<file path="config.mk">
export PLATFORM = sky130hd
export DESIGN_NAME = nnet_frame_sequencer_flat
export DESIGN_NICKNAME = d
export VERILOG_FILES = /design/src/rtl/nnet_frame_sequencer_pkg.sv /design/src/rtl/nnet_frame_sequencer_if.sv /design/src/rtl/nnet_frame_sequencer_beat_counter.sv /design/src/rtl/nnet_frame_sequencer_setting_reg.sv /design/src/rtl/nnet_frame_sequencer.sv /design/src/flat_wrapper.sv
export SDC_FILE = /design/constraint.sdc
export NUM_CORES = 1
export LEC_CHECK = 0
export BUFFER_PORTS_ARGS = -buffer_cell sky130_fd_sc_hd__buf_2
export CORE_ASPECT_RATIO = 0.5
export CORE_MARGIN = 8
export CORE_UTILIZATION = 45
export CTS_BUF_LIST = sky130_fd_sc_hd__clkbuf_8
export DETAILED_ROUTE_END_ITERATION = 7
export PLACE_DENSITY = 0.77
export SYNTH_ARGS = -nofsm -noshare
export SYNTH_HDL_FRONTEND = slang
export SYNTH_SLANG_ARGS = --single-unit
</file>
<file path="constraint.sdc">
create_clock -name ce_clk -period 4.15 [get_ports ce_clk]
set_clock_uncertainty 0.05 [all_clocks]
set_input_delay 0.2075 -clock ce_clk [delete_from_list [all_inputs] [get_ports ce_clk]]
set_output_delay 0.2075 -clock ce_clk [all_outputs]
set_load 0.05 [all_outputs]
</file>
<file path="src/rtl/nnet_frame_sequencer_pkg.sv">
// Shared types and helpers for the neural-net frame sequencer.
// Holds the sequencer state encoding, the default settings addresses and the statistics payload.
package nnet_seq_pkg;

    localparam int unsigned CNT_W  = 16;
    localparam int unsigned STAT_W = 32;

    localparam int unsigned SR_SIZE_INPUT_ADDR  = 129;
    localparam int unsigned SR_SIZE_OUTPUT_ADDR = 130;

    typedef enum logic [2:0] {
        IDLE,
        FILL,
        PAD,
        DISCARD,
        DRAIN
    } seq_state_e;

    typedef struct packed {
        logic [STAT_W-1:0] frames;
        logic [STAT_W-1:0] pads;
        logic [STAT_W-1:0] drops;
    } seq_stats_t;

    // Statistics stick at all-ones instead of wrapping.
    function automatic logic [STAT_W-1:0] sat_inc(input logic [STAT_W-1:0] v);
        return (&v) ? v : v + STAT_W'(1);
    endfunction

endpackage

</file>
<file path="src/rtl/nnet_frame_sequencer_if.sv">
// Stream and ap_fifo signal bundle around the frame sequencer.
// The slave modport is the sequencer's view; master is the view of the surrounding logic.
interface nnet_frame_sequencer_if #(
    parameter int unsigned WIDTH = 16
);
    logic [WIDTH-1:0] i_tdata;
    logic             i_tlast;
    logic             i_tvalid;
    logic             i_tready;

    logic [WIDTH-1:0] core_din;
    logic             core_empty_n;
    logic             core_read;

    logic [WIDTH-1:0] core_dout;
    logic             core_full_n;
    logic             core_write;

    logic [WIDTH-1:0] o_tdata;
    logic             o_tlast;
    logic             o_tvalid;
    logic             o_tready;

    modport slave (
        input  i_tdata, i_tlast, i_tvalid,
        output i_tready,
        output core_din, core_empty_n,
        input  core_read,
        input  core_dout, core_write,
        output core_full_n,
        output o_tdata, o_tlast, o_tvalid,
        input  o_tready
    );

    modport master (
        output i_tdata, i_tlast, i_tvalid,
        input  i_tready,
        input  core_din, core_empty_n,
        output core_read,
        output core_dout, core_write,
        input  core_full_n,
        input  o_tdata, o_tlast, o_tvalid,
        output o_tready
    );

endinterface

</file>
<file path="src/rtl/nnet_frame_sequencer_beat_counter.sv">
// Beat counter with a limit captured on load; term_c flags the final beat (cnt == limit-1).
module nnet_beat_counter
    import nnet_seq_pkg::*;
(
    input  logic             clk,
    input  logic             rst,
    input  logic             load,
    input  logic [CNT_W-1:0] limit,
    input  logic             en,
    output logic             term_c
);

    logic [CNT_W-1:0] cnt_q, cnt_d;
    logic [CNT_W-1:0] lim_q, lim_d;

    always_comb begin
        cnt_d = cnt_q;
        lim_d = lim_q;
        if (load) begin
            lim_d = limit;
            cnt_d = '0;
        end else if (en) begin
            cnt_d = cnt_q + CNT_W'(1);
        end
    end

    always_ff @(posedge clk) begin
        if (rst) begin
            cnt_q <= '0;
            lim_q <= '0;
        end else begin
            cnt_q <= cnt_d;
            lim_q <= lim_d;
        end
    end

    assign term_c = (cnt_q == (lim_q - CNT_W'(1)));

endmodule

</file>
<file path="src/rtl/nnet_frame_sequencer_setting_reg.sv">
// Settings-bus register: captures data_in when the strobe hits its address.
// Reset restores AT_RESET; only rst touches it so a soft clear keeps the value.
module setting_reg #(
    parameter logic [7:0]       MY_ADDR  = 8'd0,
    parameter int unsigned      WIDTH    = 16,
    parameter logic [WIDTH-1:0] AT_RESET = '0
) (
    input  logic             clk,
    input  logic             rst,
    input  logic             strobe,
    input  logic [7:0]       addr,
    input  logic [WIDTH-1:0] data_in,
    output logic [WIDTH-1:0] data_out
);

    logic [WIDTH-1:0] val_q;
    logic [WIDTH-1:0] val_d;

    always_comb begin
        val_d = val_q;
        if (strobe && (addr == MY_ADDR)) begin
            val_d = data_in;
        end
    end

    always_ff @(posedge clk) begin
        if (rst) begin
            val_q <= AT_RESET;
        end else begin
            val_q <= val_d;
        end
    end

    assign data_out = val_q;

endmodule

</file>
<file path="src/rtl/nnet_frame_sequencer.sv">
// Frame sequencer: reshapes each input packet into exactly size_in core reads and
// frames exactly size_out core writes with tlast, keeping frame/pad/drop statistics.
module nnet_frame_sequencer
    import nnet_seq_pkg::*;
#(
    parameter int unsigned WIDTH            = 16,
    parameter int unsigned SR_SIZE_INPUT    = SR_SIZE_INPUT_ADDR,
    parameter int unsigned SR_SIZE_OUTPUT   = SR_SIZE_OUTPUT_ADDR,
    parameter int unsigned DEFAULT_SIZE_IN  = 16,
    parameter int unsigned DEFAULT_SIZE_OUT = 8
) (
    input  logic                  ce_clk,
    input  logic                  ce_rst,
    input  logic                  clear,
    input  logic                  set_stb,
    input  logic [7:0]            set_addr,
    input  logic [31:0]           set_data,
    nnet_frame_sequencer_if.slave bus,
    output logic                  busy,
    output logic [STAT_W-1:0]     frame_count,
    output logic [STAT_W-1:0]     pad_count,
    output logic [STAT_W-1:0]     drop_count
);

    seq_state_e       state_q, state_d;
    logic             out_done_q, out_done_d;
    seq_stats_t       stats_q, stats_d;

    logic [CNT_W-1:0] size_in, size_out;
    logic             soft_rst;
    logic             start_c, in_fire_c, out_fire_c, out_live_c;
    logic             in_term_c, out_term_c;
    logic             i_tready_c, empty_n_c;
    logic [WIDTH-1:0] din_c;
    logic             unused_set_hi;

    assign soft_rst      = ce_rst | clear;
    assign unused_set_hi = ^set_data[31:16];

    setting_reg #(
        .MY_ADDR (8'(SR_SIZE_INPUT)),
        .WIDTH   (CNT_W),
        .AT_RESET(CNT_W'(DEFAULT_SIZE_IN))
    ) u_size_in (
        .clk     (ce_clk),
        .rst     (ce_rst),
        .strobe  (set_stb),
        .addr    (set_addr),
        .data_in (set_data[15:0]),
        .data_out(size_in)
    );

    setting_reg #(
        .MY_ADDR (8'(SR_SIZE_OUTPUT)),
        .WIDTH   (CNT_W),
        .AT_RESET(CNT_W'(DEFAULT_SIZE_OUT))
    ) u_size_out (
        .clk     (ce_clk),
        .rst     (ce_rst),
        .strobe  (set_stb),
        .addr    (set_addr),
        .data_in (set_data[15:0]),
        .data_out(size_out)
    );

    // Sizes are captured inside the counters on the IDLE->FILL edge only.
    assign start_c    = (state_q == IDLE) && (size_in != '0) && (size_out != '0);
    assign in_fire_c  = bus.core_read &&
                        (((state_q == FILL) && bus.i_tvalid) || (state_q == PAD));
    assign out_live_c = busy && !out_done_q;
    assign out_fire_c = bus.core_write && bus.core_full_n;

    nnet_beat_counter u_in_cnt (
        .clk   (ce_clk),
        .rst   (soft_rst),
        .load  (start_c),
        .limit (size_in),
        .en    (in_fire_c),
        .term_c(in_term_c)
    );

    nnet_beat_counter u_out_cnt (
        .clk   (ce_clk),
        .rst   (soft_rst),
        .load  (start_c),
        .limit (size_out),
        .en    (out_fire_c),
        .term_c(out_term_c)
    );

    // Input-side sequencing, frame completion and statistics.
    always_comb begin
        state_d    = state_q;
        out_done_d = out_done_q;
        stats_d    = stats_q;
        i_tready_c = 1'b0;
        empty_n_c  = 1'b0;
        din_c      = '0;

        if (out_fire_c && out_term_c) begin
            out_done_d = 1'b1;
        end

        case (state_q)
            IDLE: begin
                if (start_c) begin
                    state_d    = FILL;
                    out_done_d = 1'b0;
                end
            end
            FILL: begin
                din_c      = bus.i_tdata;
                empty_n_c  = bus.i_tvalid;
                i_tready_c = bus.core_read;
                if (in_fire_c) begin
                    if (in_term_c) begin
                        state_d = bus.i_tlast ? DRAIN : DISCARD;
                    end else if (bus.i_tlast) begin
                        state_d      = PAD;
                        stats_d.pads = sat_inc(stats_q.pads);
                    end
                end
            end
            PAD: begin
                empty_n_c = 1'b1;
                if (bus.core_read && in_term_c) begin
                    state_d = DRAIN;
                end
            end
            DISCARD: begin
                i_tready_c = 1'b1;
                if (bus.i_tvalid) begin
                    stats_d.drops = sat_inc(stats_q.drops);
                    if (bus.i_tlast) begin
                        state_d = DRAIN;
                    end
                end
            end
            DRAIN: begin
                if (out_done_q) begin
                    state_d        = IDLE;
                    stats_d.frames = sat_inc(stats_q.frames);
                end
            end
            default: state_d = IDLE;
        endcase
    end

    always_ff @(posedge ce_clk) begin
        if (soft_rst) begin
            state_q    <= IDLE;
            out_done_q <= 1'b0;
            stats_q    <= '0;
        end else begin
            state_q    <= state_d;
            out_done_q <= out_done_d;
            stats_q    <= stats_d;
        end
    end

    assign busy             = (state_q != IDLE);
    assign bus.i_tready     = i_tready_c;
    assign bus.core_empty_n = empty_n_c;
    assign bus.core_din     = din_c;

    // Writes past the frame's last result stall the core rather than leak downstream.
    assign bus.core_full_n  = bus.o_tready && out_live_c;
    assign bus.o_tdata      = bus.core_dout;
    assign bus.o_tvalid     = bus.core_write && out_live_c;
    assign bus.o_tlast      = bus.core_write && out_live_c && out_term_c;

    assign frame_count      = stats_q.frames;
    assign pad_count        = stats_q.pads;
    assign drop_count       = stats_q.drops;

endmodule
</file>
<file path="src/flat_wrapper.sv">
// flat-port wrapper written by rule: the top's interface ports become plain ports
module nnet_frame_sequencer_flat import nnet_seq_pkg::*;
#(
    parameter int unsigned WIDTH            = 16,
    parameter int unsigned SR_SIZE_INPUT    = SR_SIZE_INPUT_ADDR,
    parameter int unsigned SR_SIZE_OUTPUT   = SR_SIZE_OUTPUT_ADDR,
    parameter int unsigned DEFAULT_SIZE_IN  = 16,
    parameter int unsigned DEFAULT_SIZE_OUT = 8
)
  (ce_clk, ce_rst, clear, set_stb, set_addr, set_data, busy, frame_count, pad_count, drop_count, bus_i_tdata, bus_i_tlast, bus_i_tvalid, bus_i_tready, bus_core_din, bus_core_empty_n, bus_core_read, bus_core_dout, bus_core_write, bus_core_full_n, bus_o_tdata, bus_o_tlast, bus_o_tvalid, bus_o_tready);
  nnet_frame_sequencer_if #(.WIDTH(WIDTH)) bus_i ();
  input  logic ce_clk;
  input  logic ce_rst;
  input  logic clear;
  input  logic set_stb;
  input  logic [7:0] set_addr;
  input  logic [31:0] set_data;
  output logic busy;
  output logic [STAT_W-1:0] frame_count;
  output logic [STAT_W-1:0] pad_count;
  output logic [STAT_W-1:0] drop_count;
  input wire logic [$bits(bus_i.i_tdata)-1:0] bus_i_tdata;
  input wire logic [$bits(bus_i.i_tlast)-1:0] bus_i_tlast;
  input wire logic [$bits(bus_i.i_tvalid)-1:0] bus_i_tvalid;
  output wire logic [$bits(bus_i.i_tready)-1:0] bus_i_tready;
  output wire logic [$bits(bus_i.core_din)-1:0] bus_core_din;
  output wire logic [$bits(bus_i.core_empty_n)-1:0] bus_core_empty_n;
  input wire logic [$bits(bus_i.core_read)-1:0] bus_core_read;
  input wire logic [$bits(bus_i.core_dout)-1:0] bus_core_dout;
  input wire logic [$bits(bus_i.core_write)-1:0] bus_core_write;
  output wire logic [$bits(bus_i.core_full_n)-1:0] bus_core_full_n;
  output wire logic [$bits(bus_i.o_tdata)-1:0] bus_o_tdata;
  output wire logic [$bits(bus_i.o_tlast)-1:0] bus_o_tlast;
  output wire logic [$bits(bus_i.o_tvalid)-1:0] bus_o_tvalid;
  input wire logic [$bits(bus_i.o_tready)-1:0] bus_o_tready;
  assign bus_i.i_tdata = bus_i_tdata;
  assign bus_i.i_tlast = bus_i_tlast;
  assign bus_i.i_tvalid = bus_i_tvalid;
  assign bus_i_tready = bus_i.i_tready;
  assign bus_core_din = bus_i.core_din;
  assign bus_core_empty_n = bus_i.core_empty_n;
  assign bus_i.core_read = bus_core_read;
  assign bus_i.core_dout = bus_core_dout;
  assign bus_i.core_write = bus_core_write;
  assign bus_core_full_n = bus_i.core_full_n;
  assign bus_o_tdata = bus_i.o_tdata;
  assign bus_o_tlast = bus_i.o_tlast;
  assign bus_o_tvalid = bus_i.o_tvalid;
  assign bus_i.o_tready = bus_o_tready;
  nnet_frame_sequencer #(.WIDTH(WIDTH), .SR_SIZE_INPUT(SR_SIZE_INPUT), .SR_SIZE_OUTPUT(SR_SIZE_OUTPUT), .DEFAULT_SIZE_IN(DEFAULT_SIZE_IN), .DEFAULT_SIZE_OUT(DEFAULT_SIZE_OUT)) u_core (.ce_clk(ce_clk), .ce_rst(ce_rst), .clear(clear), .set_stb(set_stb), .set_addr(set_addr), .set_data(set_data), .bus(bus_i), .busy(busy), .frame_count(frame_count), .pad_count(pad_count), .drop_count(drop_count));
endmodule
</file>
### Word level (Yosys, flattened, before mapping)

Cells that the tools add are included.

| word-level totals | value |
|---|---|
| register bits after elaboration | 196 |
| input bits | 81 |
| output and inout bits | 134 |
| logic and storage cells | 81 |

| operators by class | value |
|---|---|
| add/sub/neg operators | 7 |
| equal/unequal tests | 15 |
| mux-type cells | 16 |
| bitwise gates (word level) | 5 |
| reductions and logical operators | 27 |

Operators with widths:

| kind | number |
|---|---|
| $add 32x1->32 const B | 3 |
| $reduce_and 32->1 | 3 |
| $add 16x1->16 const B | 2 |
| $eq 16x16->1 | 2 |
| $reduce_bool 16->1 | 2 |
| $sub 16x1->16 const B | 2 |
| $mux 3 | 9 |
| $eq 8x8->1 const B | 2 |
| $mux 16 | 1 |
| $pmux 3 s5 | 1 |
| $logic_and 1x1->1 | 13 |
| $reduce_and 7->1 | 1 |
| $eq 3x2->1 const B | 2 |
| $ne 2x1->1 const B | 3 |
| $ne 2x2->1 const B | 3 |
| $reduce_and 3->1 | 2 |
| $reduce_and 5->1 | 1 |
| $not 1->1 | 4 |
| $pmux 1 s2 | 2 |
| $eq 3x1->1 const B | 1 |
| $eq 3x3->1 const B | 1 |
| $logic_not 3->1 | 1 |
| $mux 1 | 3 |
| $ne 3x2->1 const B | 1 |
| other kinds (5) | 5 |

### Logic depth before layout (Yosys ltp)

| depth | value |
|---|---|
| depth in word-level cells | 8 |
| depth in mapped cells | 12 |
| depth with buffers taken out | 10 |

### Cells and area by module

Synthesis repeated with hierarchy kept, for this count alone.

| second synthesis, totals | value |
|---|---|
| cells, all modules | 1254 |
| area, all modules | 10608.9 um^2 |

Modules (own cells, without submodules):

| module | instances | cells an instance | area an instance (um^2) | sequential area each (um^2) |
|---|---|---|---|---|
| nnet_frame_sequencer | 1 | 690 | 5481.5 | 2001.9 |
| nnet_beat_counter | 2 | 211 | 1821.7 | 640.6 |
| setting_reg | 2 | 71 | 742.0 | 320.3 |

### Worst setup path after synthesis

No wires, ideal clock.

| path | value |
|---|---|
| kind | register -> output |
| start point | register u_core.u_out_cnt.lim_q[0] |
| end point | output port bus_o_tlast |
| arrival | 3133 ps |
| required time | 3893 ps |
| slack | 760 ps |
| cell stages (with the launch flop) | 10 |
| buffers on the path | 0 |
| path through | dfxtp_1 inv_1 ha_1 nor4b_1 nand2_1 nor3_1 xnor2_1 a2111oi_0 nand3_1 a211oi_1 |

| on the way | value |
|---|---|
| cells in the longest elaborated chain, start to end | 3 |

Ends and longest elaborated chain:

| element | RTL line | RTL |
|---|---|---|
| start, declared | nnet_frame_sequencer_beat_counter.sv:14 | `logic [CNT_W-1:0] lim_q, lim_d;` |
| start signal, assigned | nnet_frame_sequencer_beat_counter.sv:33 | `lim_q <= lim_d;` |
| $sub 16x1->16 | nnet_frame_sequencer_beat_counter.sv:37 | `assign term_c = (cnt_q == (lim_q - CNT_W'(1)));` |
| $eq 16x16->1 | nnet_frame_sequencer_beat_counter.sv:37 |  |
| $logic_and 1x1->1 | nnet_frame_sequencer.sv:170 | `assign bus.o_tlast = bus.core_write && out_live_c && out_term_c;` |
| end, declared | flat_wrapper.sv:33 | `output wire logic [$bits(bus_i.o_tlast)-1:0] bus_o_tlast;` |

Every way passes these cells.

### Final worst setup path

Ends and elaborated chain as after synthesis.

==> metrics <==
post-synth top area share between 30% and 40%; Max-slew headroom between 30% and 40%; number of cell rows 38; Routed Antenna Nets 0; chip width between 200 and 250 um; Die Y ~120 um; IO Pins 215; wire length per cell after detailed routing 15.75 um; kind of critical path reg -> out; Crit Reg-Reg Startpoint u_core.u_in_cnt.lim_q[0]$_SDFFE_PP0P_; asr flop ratio synth 0%; critical path required time 3890 ps; RD Place Congestion between 0.8 and 0.9; crit path DAT roughly 3300 ps; CTS tree built; post-synth top area cell dfxtp_1; Vias/cell between 5 and 6; Syn Inst Count roughly 1.2k; Clock Sinks 196; crit path capture type primary output; Initial Util between 40% and 50%; max frequency between 0.2 and 0.3 GHz; routed vias just under 9k; CTS buffer count 17; Worst setup SP type flop; Setup TNS Final 0 ps; register area 0.003924 sq mm; fin crit period 3543 ps; post-route cell area between 0.01 and 0.015 sq mm; number of enable flip-flop cells after synthesis 0; Worst-Skew Late Latency between 400 and 500 ps; Synth Area in Adders less than 1%; area of the die 0.02745 sq mm; GR Util All Layers 18.32%; Mapped Nets 1266; critical path launch point u_core.u_out_cnt.lim_q[0]$_SDFFE_PP0P_; Post-synth top cells dfxtp_1 (196), nor2_1 (186), nand2_1 (83), mux2i_1 (73), xor2_1 (64); count of maximum capacitance violations 0; diodes inserted 0; antenna violations before repair 0; synthesized area per cell roughly 8.5 sq um; fin crit share a little under nine tenths; Setup-failing EPs final 0; vias in the first global route approximately 8.4k; largest net degree at the start of global routing between 80 and 90; clk root buf clkbuf_8; cells along the critical path inv_1 -> ha_1 -> nor4b_2 -> nand2_1 -> nor3_1 -> xnor2_1 -> a2111oi_0 -> nand3_1 -> a211oi_1 -> buf_2; status finished clean; port buffer count ~170; initial drt markers 640; post-synthesis register bit count roughly 200; cell family with most CP delay simple AND/OR/NAND/NOR gates; Synth Area in Compound Gates ~9.2%; setup bufs post-CTS 0; worst hold path startpoint set_data[4]; worst hold path class in -> reg; ys flop type dfxtp_1; DP HPWL 18660 um; synthesis-to-finish area growth 15.03%; Worst Tran Pin Value 971.1 ps; DRT Pass-1 Iters 7; XOR/XNOR share of the synthesized area 10.72%; slowest stage cell on the critical path nor4b_2; first-pass GRT wire length 41990 um; Core Area 0.02168 sq mm; H-tree depth 4; sequential area share after synthesis 39.38%; CP Max Fanout 6; DRC viols 0; layout cell share with drive strength beyond 1 17.01%; Area contributors post-synth dfxtp_1 (39%), mux2i_1 (7.3%), nor2_1 (7.0%); Clock Tree Buf Depth 2; Final Hold Viols 0; Fillers around 2k; Yosys cell types between 60 and 70; CP bufs+invs 2; Max Slew Vio Count 0; Mapped Area 0.009963 sq mm; Routed WL between 20000 and 30000 um; RSZ-0062 raised after global routing false; multi-input combinational cell area 0.005559 sq mm; clock transition at the registers of the reported paths around 90 ps; leakage between 0.004 and 0.005 uW; Simple-Gate Fraction of Synth Area 27.56%; slowest stage delay, CP between 400 and 500 ps; DP Area ~0.011 sq mm; largest family of logic cells by synthesized area simple AND/OR/NAND/NOR gates; top-count cell post-synth dfxtp_1; Post-layout nets around 1.4k; Pwr Density between 300 and 400 mW/mm^2; Warnings, synthesis 0; global route overflow 0; maximum VDD drop about 0.18 mV; mux contribution to synthesized area around 7.3%
[stage by stage]
step | setup WS, ps | instances | power (uW) | utilization, % | hold slack [ps]
CTS | 390.6 | 1623 | 3618 | 52.83 | 5.680
global placement | 986.3 | 1576 | 2151 | 49.97 | 365.4
detailed placement | 859.4 | 1576 | 2157 | 49.97 | 365.4
finish | 607.0 | 1623 | 3585 | 52.86 | 30.51
global route | 302.0 | 1623 | 3716 | 52.86 | 31.05
floorplan | 759.7 | 1178 | 2134 | - | 301.4
[state kept, by name, summed over array words and instances, names as in the netlist]
name,count
u_core.state_q,3
u_core.frame_count,32
u_core.u_size_out.data_out,16
u_core.u_out_cnt.cnt_q,16
u_core.u_in_cnt.cnt_q,16
u_core.pad_count,32
u_core.u_size_in.data_out,16
u_core.u_out_cnt.lim_q,16
u_core.u_in_cnt.lim_q,16
u_core.out_done_q,1
u_core.drop_count,32
[path summary, 6_finish.rpt]
| check | to | slack [ps] | cells past startpoint |
|---|---|---|---|
| setup / recovery | bus_o_tlast | 610 | 10 |
| hold / removal | u_core.u_size_in.data_out[4]$_SDFFE_PP1P_ | 30 | 4 |
| setup reg to reg | u_core.pad_count[14]$_SDFFE_PP0P_ | 800 | 10 |
| hold reg to reg | u_core.pad_count[25]$_SDFFE_PP0P_ | 440 | 2 |
[area by class of cell]
cell class                      instances  share of cell area, %
Clock buffer                           17                  2.041
Clock inverter                         15                  2.074
Inverter                               28                 0.9170
Multi-Input combinational cell        880                  48.50
Sequential cell                       196                  34.24
Tap cell                              300                  3.275
Timing Repair Buffer                  187                  8.952
[layer usage]
layer  global-route usage (%)  share of wire, %  vias to the layer above  routed length [um]
met4                    6.704               2.2                        0                 567
met2                    30.87                48                      230               12180
met3                    3.595               5.4                       43                1384
met1                    23.18                45                     4208               11430
li1                         -                 -                     4379                   -
met5                        0                 0                        -                   0
[placed cells by master (no fill, tap or decap), types with 3 or more instances in the layout]
| master | n |
|---|---|
| o311ai_0 | 4 |
| and3_1 | 26 |
| nand4_1 | 42 |
| buf_2 | 166 |
| nand2_1 | 83 |
| xor2_1 | 64 |
| nor2b_1 | 4 |
| nand3_1 | 47 |
| a211oi_1 | 3 |
| a21oi_2 | 3 |
| dlygate4sd3_1 | 15 |
| nor4_1 | 21 |
| buf_4 | 6 |
| clkinvlp_4 | 3 |
| bufinv_16 | 6 |
| nand3b_1 | 5 |
| o21ai_0 | 28 |
| a21oi_1 | 40 |
| nor2_1 | 186 |
| o211ai_1 | 5 |
| o31ai_1 | 11 |
| clkbuf_8 | 17 |
| nor3b_1 | 4 |
| dfxtp_1 | 196 |
| and4_1 | 10 |
| inv_1 | 30 |
| a211o_1 | 4 |
| o21a_1 | 3 |
| xnor2_1 | 58 |
| mux2i_1 | 73 |
| and2_1 | 26 |
| or3_1 | 36 |
| or4_1 | 16 |
| nor3_1 | 24 |
| o21ai_2 | 3 |
| ha_1 | 7 |
| o41ai_1 | 4 |
| a31oi_1 | 5 |
| o31a_1 | 3 |
[worst min-delay path, delay by kind of cell]
kind            cells  cell delay (ps)
compound gates      1               90
buf+inv             2              130
simple gates        1              100
[kinds of logic after synthesis]
kind of cell / after synthesis
and+or+nand+nor: 544
DFF: 196
AOI/OAI and AO/OA: 134
xor gates and xnor gates: 122
buffers and inverters: 102
muxes: 73
adders and majority gates: 7
[repair_timing]
action / CTS / global route
hold buffers: 15 / 0
endpoints found under the setup margin: 0 / 1
resized for setup: 0 / 1
hold endpoints to repair: 29 / 0
[where the power goes]
group	internal, uW	leakage [uW]	switching [uW]	total (uW)
clock	773	0.000235	685	1460
combinational	85.5	0.00269	152	238
sequential	1880	0.00158	6.30	1890
(Power assumes the default switching activity.)
